**src/rtl/bf_pkg.sv**
```systemverilog
// Shared definitions for the IF/ID buffer: instruction field positions, logical-immediate
// opcodes, the decoded-field bundle and the immediate-extension helpers.
package bf_pkg;

  localparam int OP_MSB  = 31;
  localparam int OP_LSB  = 26;
  localparam int RS_MSB  = 25;
  localparam int RS_LSB  = 21;
  localparam int RT_MSB  = 20;
  localparam int RT_LSB  = 16;
  localparam int RD_MSB  = 15;
  localparam int RD_LSB  = 11;
  localparam int SH_MSB  = 10;
  localparam int SH_LSB  = 6;
  localparam int FN_MSB  = 5;
  localparam int FN_LSB  = 0;
  localparam int IMM_MSB = 15;
  localparam int IMM_LSB = 0;
  localparam int JA_MSB  = 25;
  localparam int JA_LSB  = 0;

  localparam logic [5:0] ANDI = 6'h0C;
  localparam logic [5:0] ORI  = 6'h0D;
  localparam logic [5:0] XORI = 6'h0E;

  typedef struct packed {
    logic [5:0]  op;
    logic [4:0]  rs;
    logic [4:0]  rt;
    logic [4:0]  rd;
    logic [4:0]  shamt;
    logic [5:0]  funct;
    logic [31:0] imm;
    logic [25:0] jaddr;
  } bf_fields_t;

  function automatic logic [31:0] imm_ext(input logic [15:0] imm, input logic sign_en);
    if (sign_en) begin
      imm_ext = {{16{imm[15]}}, imm};
    end else begin
      imm_ext = {16'h0000, imm};
    end
  endfunction

  // Logical immediates always zero-extend, whatever the build.
  function automatic logic is_logic_imm(input logic [5:0] op);
    case (op)
      ANDI, ORI, XORI: is_logic_imm = 1'b1;
      default:         is_logic_imm = 1'b0;
    endcase
  endfunction

endpackage

```
**src/rtl/bf_ifid_if.sv**
```systemverilog
// Fetch-side and decode-side handshake plus decoded-field bus of the IF/ID buffer.
interface bf_ifid_if #(parameter int PC_W = 32);
  logic            in_valid;
  logic            in_ready;
  logic [31:0]     instr_in;
  logic [PC_W-1:0] pc_in;
  logic            out_valid;
  logic            out_ready;
  logic [5:0]      opBF;
  logic [5:0]      functBF;
  logic [4:0]      rsBF;
  logic [4:0]      rtBF;
  logic [4:0]      rdBF;
  logic [4:0]      shamtBF;
  logic [31:0]     immBF;
  logic [25:0]     jaddrBF;
  logic [PC_W-1:0] pc_out;

  modport master (
    output in_valid, instr_in, pc_in, out_ready,
    input  in_ready, out_valid, opBF, functBF, rsBF, rtBF, rdBF, shamtBF, immBF, jaddrBF, pc_out
  );

  modport slave (
    input  in_valid, instr_in, pc_in, out_ready,
    output in_ready, out_valid, opBF, functBF, rsBF, rtBF, rdBF, shamtBF, immBF, jaddrBF, pc_out
  );
endinterface

```
**src/rtl/bf_decode.sv**
```systemverilog
// Combinational MIPS field split and immediate extension.
// Define BF_IFID_SIGNEXT_EN to sign-extend arithmetic immediates; default is zero-extension.
module bf_decode
  import bf_pkg::*;
(
  input  logic [31:0] instr_i,
  output bf_fields_t  fields_o
);

  logic sign_en_s;

  always_comb begin
    fields_o       = '0;
    fields_o.op    = instr_i[OP_MSB:OP_LSB];
    fields_o.rs    = instr_i[RS_MSB:RS_LSB];
    fields_o.rt    = instr_i[RT_MSB:RT_LSB];
    fields_o.rd    = instr_i[RD_MSB:RD_LSB];
    fields_o.shamt = instr_i[SH_MSB:SH_LSB];
    fields_o.funct = instr_i[FN_MSB:FN_LSB];
    fields_o.jaddr = instr_i[JA_MSB:JA_LSB];
`ifdef BF_IFID_SIGNEXT_EN
    sign_en_s      = ~is_logic_imm(instr_i[OP_MSB:OP_LSB]);
`else
    sign_en_s      = 1'b0;
`endif
    fields_o.imm   = imm_ext(instr_i[IMM_MSB:IMM_LSB], sign_en_s);
  end

endmodule

```
**src/rtl/bf_ifid.sv**
```systemverilog
// IF/ID pipeline buffer: registered main entry feeding decode plus a skid entry, so that
// in_ready depends only on state. Optional build macro: BF_IFID_SIGNEXT_EN (see bf_decode).
module bf_ifid
  import bf_pkg::*;
#(
  parameter int              PC_W     = 32,
  parameter logic [PC_W-1:0] RESET_PC = '0
) (
  input  logic     clk_bf_ifid,
  input  logic     rst_bf_ifid,
  input  logic     flush_bf_ifid,
  bf_ifid_if.slave bus
);

  typedef struct packed {
    bf_fields_t      f;
    logic [PC_W-1:0] pc;
  } entry_t;

  bf_fields_t dec_s;
  entry_t     new_s;
  entry_t     main_q, main_d;
  entry_t     skid_q, skid_d;
  logic       main_valid_q, main_valid_d;
  logic       skid_valid_q, skid_valid_d;
  logic       xfer_in_s;
  logic       xfer_out_s;

  // Decoding ahead of both entries keeps a single decoder and registered outputs.
  bf_decode u_decode (
    .instr_i  (bus.instr_in),
    .fields_o (dec_s)
  );

  assign new_s      = '{f: dec_s, pc: bus.pc_in};
  assign xfer_in_s  = bus.in_valid & ~skid_valid_q;
  assign xfer_out_s = main_valid_q & bus.out_ready;

  always_comb begin
    main_d       = main_q;
    skid_d       = skid_q;
    main_valid_d = main_valid_q;
    skid_valid_d = skid_valid_q;
    if (flush_bf_ifid) begin
      main_valid_d = 1'b0;
      skid_valid_d = 1'b0;
    end else if (xfer_out_s) begin
      if (skid_valid_q) begin
        main_d       = skid_q;
        skid_valid_d = 1'b0;
      end else if (xfer_in_s) begin
        main_d       = new_s;
      end else begin
        main_valid_d = 1'b0;
      end
    end else if (xfer_in_s) begin
      // Main stalled: park the new word in the skid entry.
      if (main_valid_q) begin
        skid_d       = new_s;
        skid_valid_d = 1'b1;
      end else begin
        main_d       = new_s;
        main_valid_d = 1'b1;
      end
    end else begin
      main_d = main_q;
    end
  end

  always_ff @(posedge clk_bf_ifid or posedge rst_bf_ifid) begin
    if (rst_bf_ifid) begin
      main_q       <= '{f: '0, pc: RESET_PC};
      skid_q       <= '0;
      main_valid_q <= 1'b0;
      skid_valid_q <= 1'b0;
    end else begin
      main_q       <= main_d;
      skid_q       <= skid_d;
      main_valid_q <= main_valid_d;
      skid_valid_q <= skid_valid_d;
    end
  end

  assign bus.in_ready  = ~skid_valid_q;
  assign bus.out_valid = main_valid_q;
  assign bus.opBF      = main_q.f.op;
  assign bus.rsBF      = main_q.f.rs;
  assign bus.rtBF      = main_q.f.rt;
  assign bus.rdBF      = main_q.f.rd;
  assign bus.shamtBF   = main_q.f.shamt;
  assign bus.functBF   = main_q.f.funct;
  assign bus.immBF     = main_q.f.imm;
  assign bus.jaddrBF   = main_q.f.jaddr;
  assign bus.pc_out    = main_q.pc;

endmodule

```
**src/flat_wrapper.sv**
```systemverilog
// flat-port wrapper written by rule: the top's interface ports become plain ports
module bf_ifid_flat import bf_pkg::*;
#(
  parameter int              PC_W     = 32,
  parameter logic [PC_W-1:0] RESET_PC = '0
)
  (clk_bf_ifid, rst_bf_ifid, flush_bf_ifid, bus_in_valid, bus_instr_in, bus_pc_in, bus_out_ready, bus_in_ready, bus_out_valid, bus_opBF, bus_functBF, bus_rsBF, bus_rtBF, bus_rdBF, bus_shamtBF, bus_immBF, bus_jaddrBF, bus_pc_out);
  bf_ifid_if #(.PC_W(PC_W)) bus_i ();
  input  logic clk_bf_ifid;
  input  logic rst_bf_ifid;
  input  logic flush_bf_ifid;
  input wire logic [$bits(bus_i.in_valid)-1:0] bus_in_valid;
  input wire logic [$bits(bus_i.instr_in)-1:0] bus_instr_in;
  input wire logic [$bits(bus_i.pc_in)-1:0] bus_pc_in;
  input wire logic [$bits(bus_i.out_ready)-1:0] bus_out_ready;
  output wire logic [$bits(bus_i.in_ready)-1:0] bus_in_ready;
  output wire logic [$bits(bus_i.out_valid)-1:0] bus_out_valid;
  output wire logic [$bits(bus_i.opBF)-1:0] bus_opBF;
  output wire logic [$bits(bus_i.functBF)-1:0] bus_functBF;
  output wire logic [$bits(bus_i.rsBF)-1:0] bus_rsBF;
  output wire logic [$bits(bus_i.rtBF)-1:0] bus_rtBF;
  output wire logic [$bits(bus_i.rdBF)-1:0] bus_rdBF;
  output wire logic [$bits(bus_i.shamtBF)-1:0] bus_shamtBF;
  output wire logic [$bits(bus_i.immBF)-1:0] bus_immBF;
  output wire logic [$bits(bus_i.jaddrBF)-1:0] bus_jaddrBF;
  output wire logic [$bits(bus_i.pc_out)-1:0] bus_pc_out;
  assign bus_i.in_valid = bus_in_valid;
  assign bus_i.instr_in = bus_instr_in;
  assign bus_i.pc_in = bus_pc_in;
  assign bus_i.out_ready = bus_out_ready;
  assign bus_in_ready = bus_i.in_ready;
  assign bus_out_valid = bus_i.out_valid;
  assign bus_opBF = bus_i.opBF;
  assign bus_functBF = bus_i.functBF;
  assign bus_rsBF = bus_i.rsBF;
  assign bus_rtBF = bus_i.rtBF;
  assign bus_rdBF = bus_i.rdBF;
  assign bus_shamtBF = bus_i.shamtBF;
  assign bus_immBF = bus_i.immBF;
  assign bus_jaddrBF = bus_i.jaddrBF;
  assign bus_pc_out = bus_i.pc_out;
  bf_ifid #(.PC_W(PC_W), .RESET_PC(RESET_PC)) u_core (.clk_bf_ifid(clk_bf_ifid), .rst_bf_ifid(rst_bf_ifid), .flush_bf_ifid(flush_bf_ifid), .bus(bus_i));
endmodule
```
**config.mk**
```make
export PLATFORM = sky130hd
export DESIGN_NAME = bf_ifid_flat
export DESIGN_NICKNAME = d
export VERILOG_FILES = /design/src/rtl/bf_pkg.sv /design/src/rtl/bf_ifid_if.sv /design/src/rtl/bf_decode.sv /design/src/rtl/bf_ifid.sv /design/src/flat_wrapper.sv
export SDC_FILE = /design/constraint.sdc
export NUM_CORES = 1
export LEC_CHECK = 0
export BUFFER_PORTS_ARGS = -buffer_cell sky130_fd_sc_hd__buf_4
export CAP_MARGIN = 10
export CORE_UTILIZATION = 37
export CTS_CLUSTER_SIZE = 10
export DETAILED_ROUTE_END_ITERATION = 12
export GPL_ROUTABILITY_DRIVEN = 0
export PLACE_DENSITY = 0.69
export REMOVE_ABC_BUFFERS = 1
export SETUP_SLACK_MARGIN = 0.3
export SLEW_MARGIN = 20
export SYNTH_ARGS = -nofsm -noshare
export SYNTH_HDL_FRONTEND = slang
export SYNTH_SLANG_ARGS = --single-unit
```
**constraint.sdc**
```tcl
create_clock -name clk_bf_ifid -period 9 [get_ports clk_bf_ifid]
set_clock_uncertainty 0.15 [all_clocks]
set_input_delay 1.8 -clock clk_bf_ifid [delete_from_list [all_inputs] [get_ports clk_bf_ifid]]
set_output_delay 1.8 -clock clk_bf_ifid [all_outputs]
set_load 0.005 [all_outputs]
```
==> impl_metrics.csv <==
group,metric,value,unit
outcome,status,"finished, final reports clean",
synth,synth-main-ff-cell,"dfrtp_1",
synth,synthTopCellsByArea,"dfrtp_1 (51%), mux2_2 (23%), mux2_4 (14%)",
power_and_ir_drop,leakage,3.898,nW
routing,drtAntennaViolNets,0,
global_route,grt_pass1_vias,4030,
clock_tree,h-tree-depth,4,
floorplan,dieWidth,133.5,um
worst_hold_path,hp-class,"reg -> reg",
placed_design,dpl-instance-area,0.007427,sq mm
routing,post_drt_via_cell_ratio,4.670,
cells_and_area,final_area,0.008011,sq mm
cells_and_area,fin_nets,619,
clock_tree,cts_tree,"built",
synth,yosys-top-cells-count,"dfrtp_1 (130), mux2_2 (130), mux2_4 (60)",
synth,netlist_area,0.006395,sq mm
clock_tree,clk_latency,400,ps
critical_path,reg2reg_to,"u_core.skid_q[56]",
power_and_ir_drop,peakVddDrop,0.1332,mV
critical_path,critPathLaunchType,"input port",
routing,wl_met2,6332,um
cells_and_area,fillers,1501,
placed_design,pre_cts_ws,5085,ps
timing,slew_headroom,32.31,%
critical_path,arrival,3640,ps
critical_path,worstSetupPathType,"in -> reg",
routing,top_layer,"met4",
critical_path,worstPathMaxFanout,36,
floorplan,core.rowCount,47,
routing,first_pass_iters,4,
global_route,grt_pass1_wl,20820,um
global_route,antenna_found_initial,0,
clock_tree,root_buffer,"clkbuf_16",
power_and_ir_drop,cellPowerDensity,246.4,mW/mm^2
timing,timing.hold.ws,343.6,ps
floorplan,coreArea,0.01670,sq mm
clock_tree,ctsHoldBuffers,0,
synth,async_reset_ff_share,100.0,%
global_route,grt_max_degree,73,
floorplan,die_h,133.5,um
synth,yosysWarnings,0,
routing,wl_met1,5282,um
cells_and_area,num_antenna_cells,0,
timing,fin_ws,5494,ps
synth,synth_area_per_cell,15.45,sq um
timing,finalSetupViolCount,0,
placed_design,dp_hpwl,8048,um
floorplan,ioPinCount,193,
synth,yosysSeqAreaShare,50.87,%
flow_run,drv_cap,0,
timing,finalHoldViolCount,0,
cells_and_area,multiInputGateArea,0.002541,sq mm
synth,ys_ff_latch,130,
synth,synth_top_area_cell,"dfrtp_1",
timing,tightest_slew,1015,ps
placed_design,port_buffers,176,
routing,routedWlPerCell,15.95,um
critical_path,r2r_setup_slack,6410,ps
cells_and_area,drive_gt1_share,71.23,%
cells_and_area,areaGrowthSynthToFinish,25.28,%
critical_path,crit_start,"flush_bf_ifid",
clock_tree,clock_sinks,130,
timing,rsz0062_at_grt,"no",
clock_tree,cts_buffers,17,
synth,synth_edf_count,0,
global_route,globalRouteOverflowTotal,0,
critical_path,crit_end,"u_core.skid_q[56]",
synth,synth_top_area_share,50.87,%
routing,drc_errors,0,
cells_and_area,finish.utilization,47.97,%
routing,drt_wl_total,12490,um
floorplan,dieArea,0.01781,sq mm
cells_and_area,seq_area,0.003253,sq mm
critical_path,rr_worst_depth,4,
synth,synth.distinct_cells,20,
timing,post-route-period-util,38.96,%
routing,met3_length,766,um
timing,finalMaxSlewViolations,0,
clock_tree,cts_resized,0,
critical_path,critical_path_required,9130,ps
timing,setup_tns,0,ps
floorplan,start_util,38.29,%
synth,synthCells,414,
critical_path,r2r_start,"u_core.skid_valid_q",
clock_tree,clkTransAtPathRegs,60,ps
critical_path,endpoint_kind,"flip-flop",
routing,vias,3657,
timing,period_needed,3506,ps
global_route,grt_usage,14.97,%
clock_tree,cts_setup_buffers,0,
timing,fmax,0.2852,GHz
routing,drtIter0Drc,70,
clock_tree,cts_buffer_depth,2,
[cell type report]
| cell class | count | area share [%] |
|---|---|---|
| flip-flops and latches | 130 | 40.61 |
| repair buffers | 179 | 16.77 |
| clock inverters | 8 | 1.281 |
| clock buffers | 24 | 6.013 |
| well taps | 220 | 3.436 |
| multi-input cells | 219 | 31.72 |
| inverters | 3 | 0.1718 |
[placed cells by master, fill, tap and decap left out, drive strengths merged]
| master | instances |
|---|---|
| clkinvlp | 2 |
| buf | 179 |
| a21oi | 2 |
| nand3 | 1 |
| bufinv | 2 |
| inv | 3 |
| clkbuf | 24 |
| a211oi | 2 |
| or4b | 1 |
| mux2 | 192 |
| nand2b | 1 |
| dfrtp | 130 |
| clkinv | 4 |
| nand2 | 1 |
| nor2 | 1 |
| o21ai | 1 |
| or2 | 1 |
| conb | 16 |
[critical path, cell delays in order]
cell	delay, ps
buf_4	130
or4b_4	810
buf_4	450
mux2_4	380
[cells by family (layout without fill, tap and decap cells)]
group,count (synthesis),in the layout,synth area share [%]
multiplexers,192,192,37.33
AND/OR/NAND/NOR,6,6,0.6261
AO/OA/AOI/OAI,5,5,0.6652
buffers and inverters,80,214,10.45
flip-flops,130,130,50.87
other,1,16,0.05864
[power by group]
group          leakage [nW]  switching [mW]  internal (mW)
Sequential             1.56          0.0974          0.736
Combinational          2.05           0.136          0.325
Clock                 0.280           0.250          0.430
Total                  3.90           0.483           1.49
[sequential cells by signal, indices dropped and copies added (netlist names)]
signal and cells:
u_core.bus.rdBF 4, u_core.skid_valid_q 1, u_core.bus.opBF 6, u_core.bus.rsBF 4, u_core.bus.shamtBF 4, u_core.bus.jaddrBF 10, u_core.bus.rtBF 4, u_core.skid_q 64
u_core.bus.out_valid 1, u_core.bus.pc_out 32
[routing by layer]
metal,vias up,track usage [%]
li1,1647,-
met1,1884,17.60
met2,116,25.75
met3,10,5.365
met4,0,4.040
met5,-,0
[through the flow]
stage	power [mW]	instances
finish	1.974	783
global route	2.079	783
CTS	2.001	783
detailed placement	1.306	751
global placement	1.287	751
floorplan	1.050	352
[how the worst min path moves through the flow]
stage / startpoint / to / slack, ps / cells after the start
2_1_floorplan: u_core.skid_q[52] / u_core.skid_q[52] / 330 / 1
3_3_place_gp: u_core.bus.pc_out[14] / u_core.bus.pc_out[14] / 340 / 1
3_5_place_dp: u_core.bus.pc_out[14] / u_core.bus.pc_out[14] / 340 / 1
4_1_cts: u_core.bus.pc_out[14] / u_core.bus.pc_out[14] / 350 / 1
5_1_grt: u_core.bus.pc_out[14] / u_core.bus.pc_out[14] / 360 / 1
6_report: u_core.bus.pc_out[14] / u_core.bus.pc_out[14] / 340 / 1
Power figures use the tool's default switching activity.
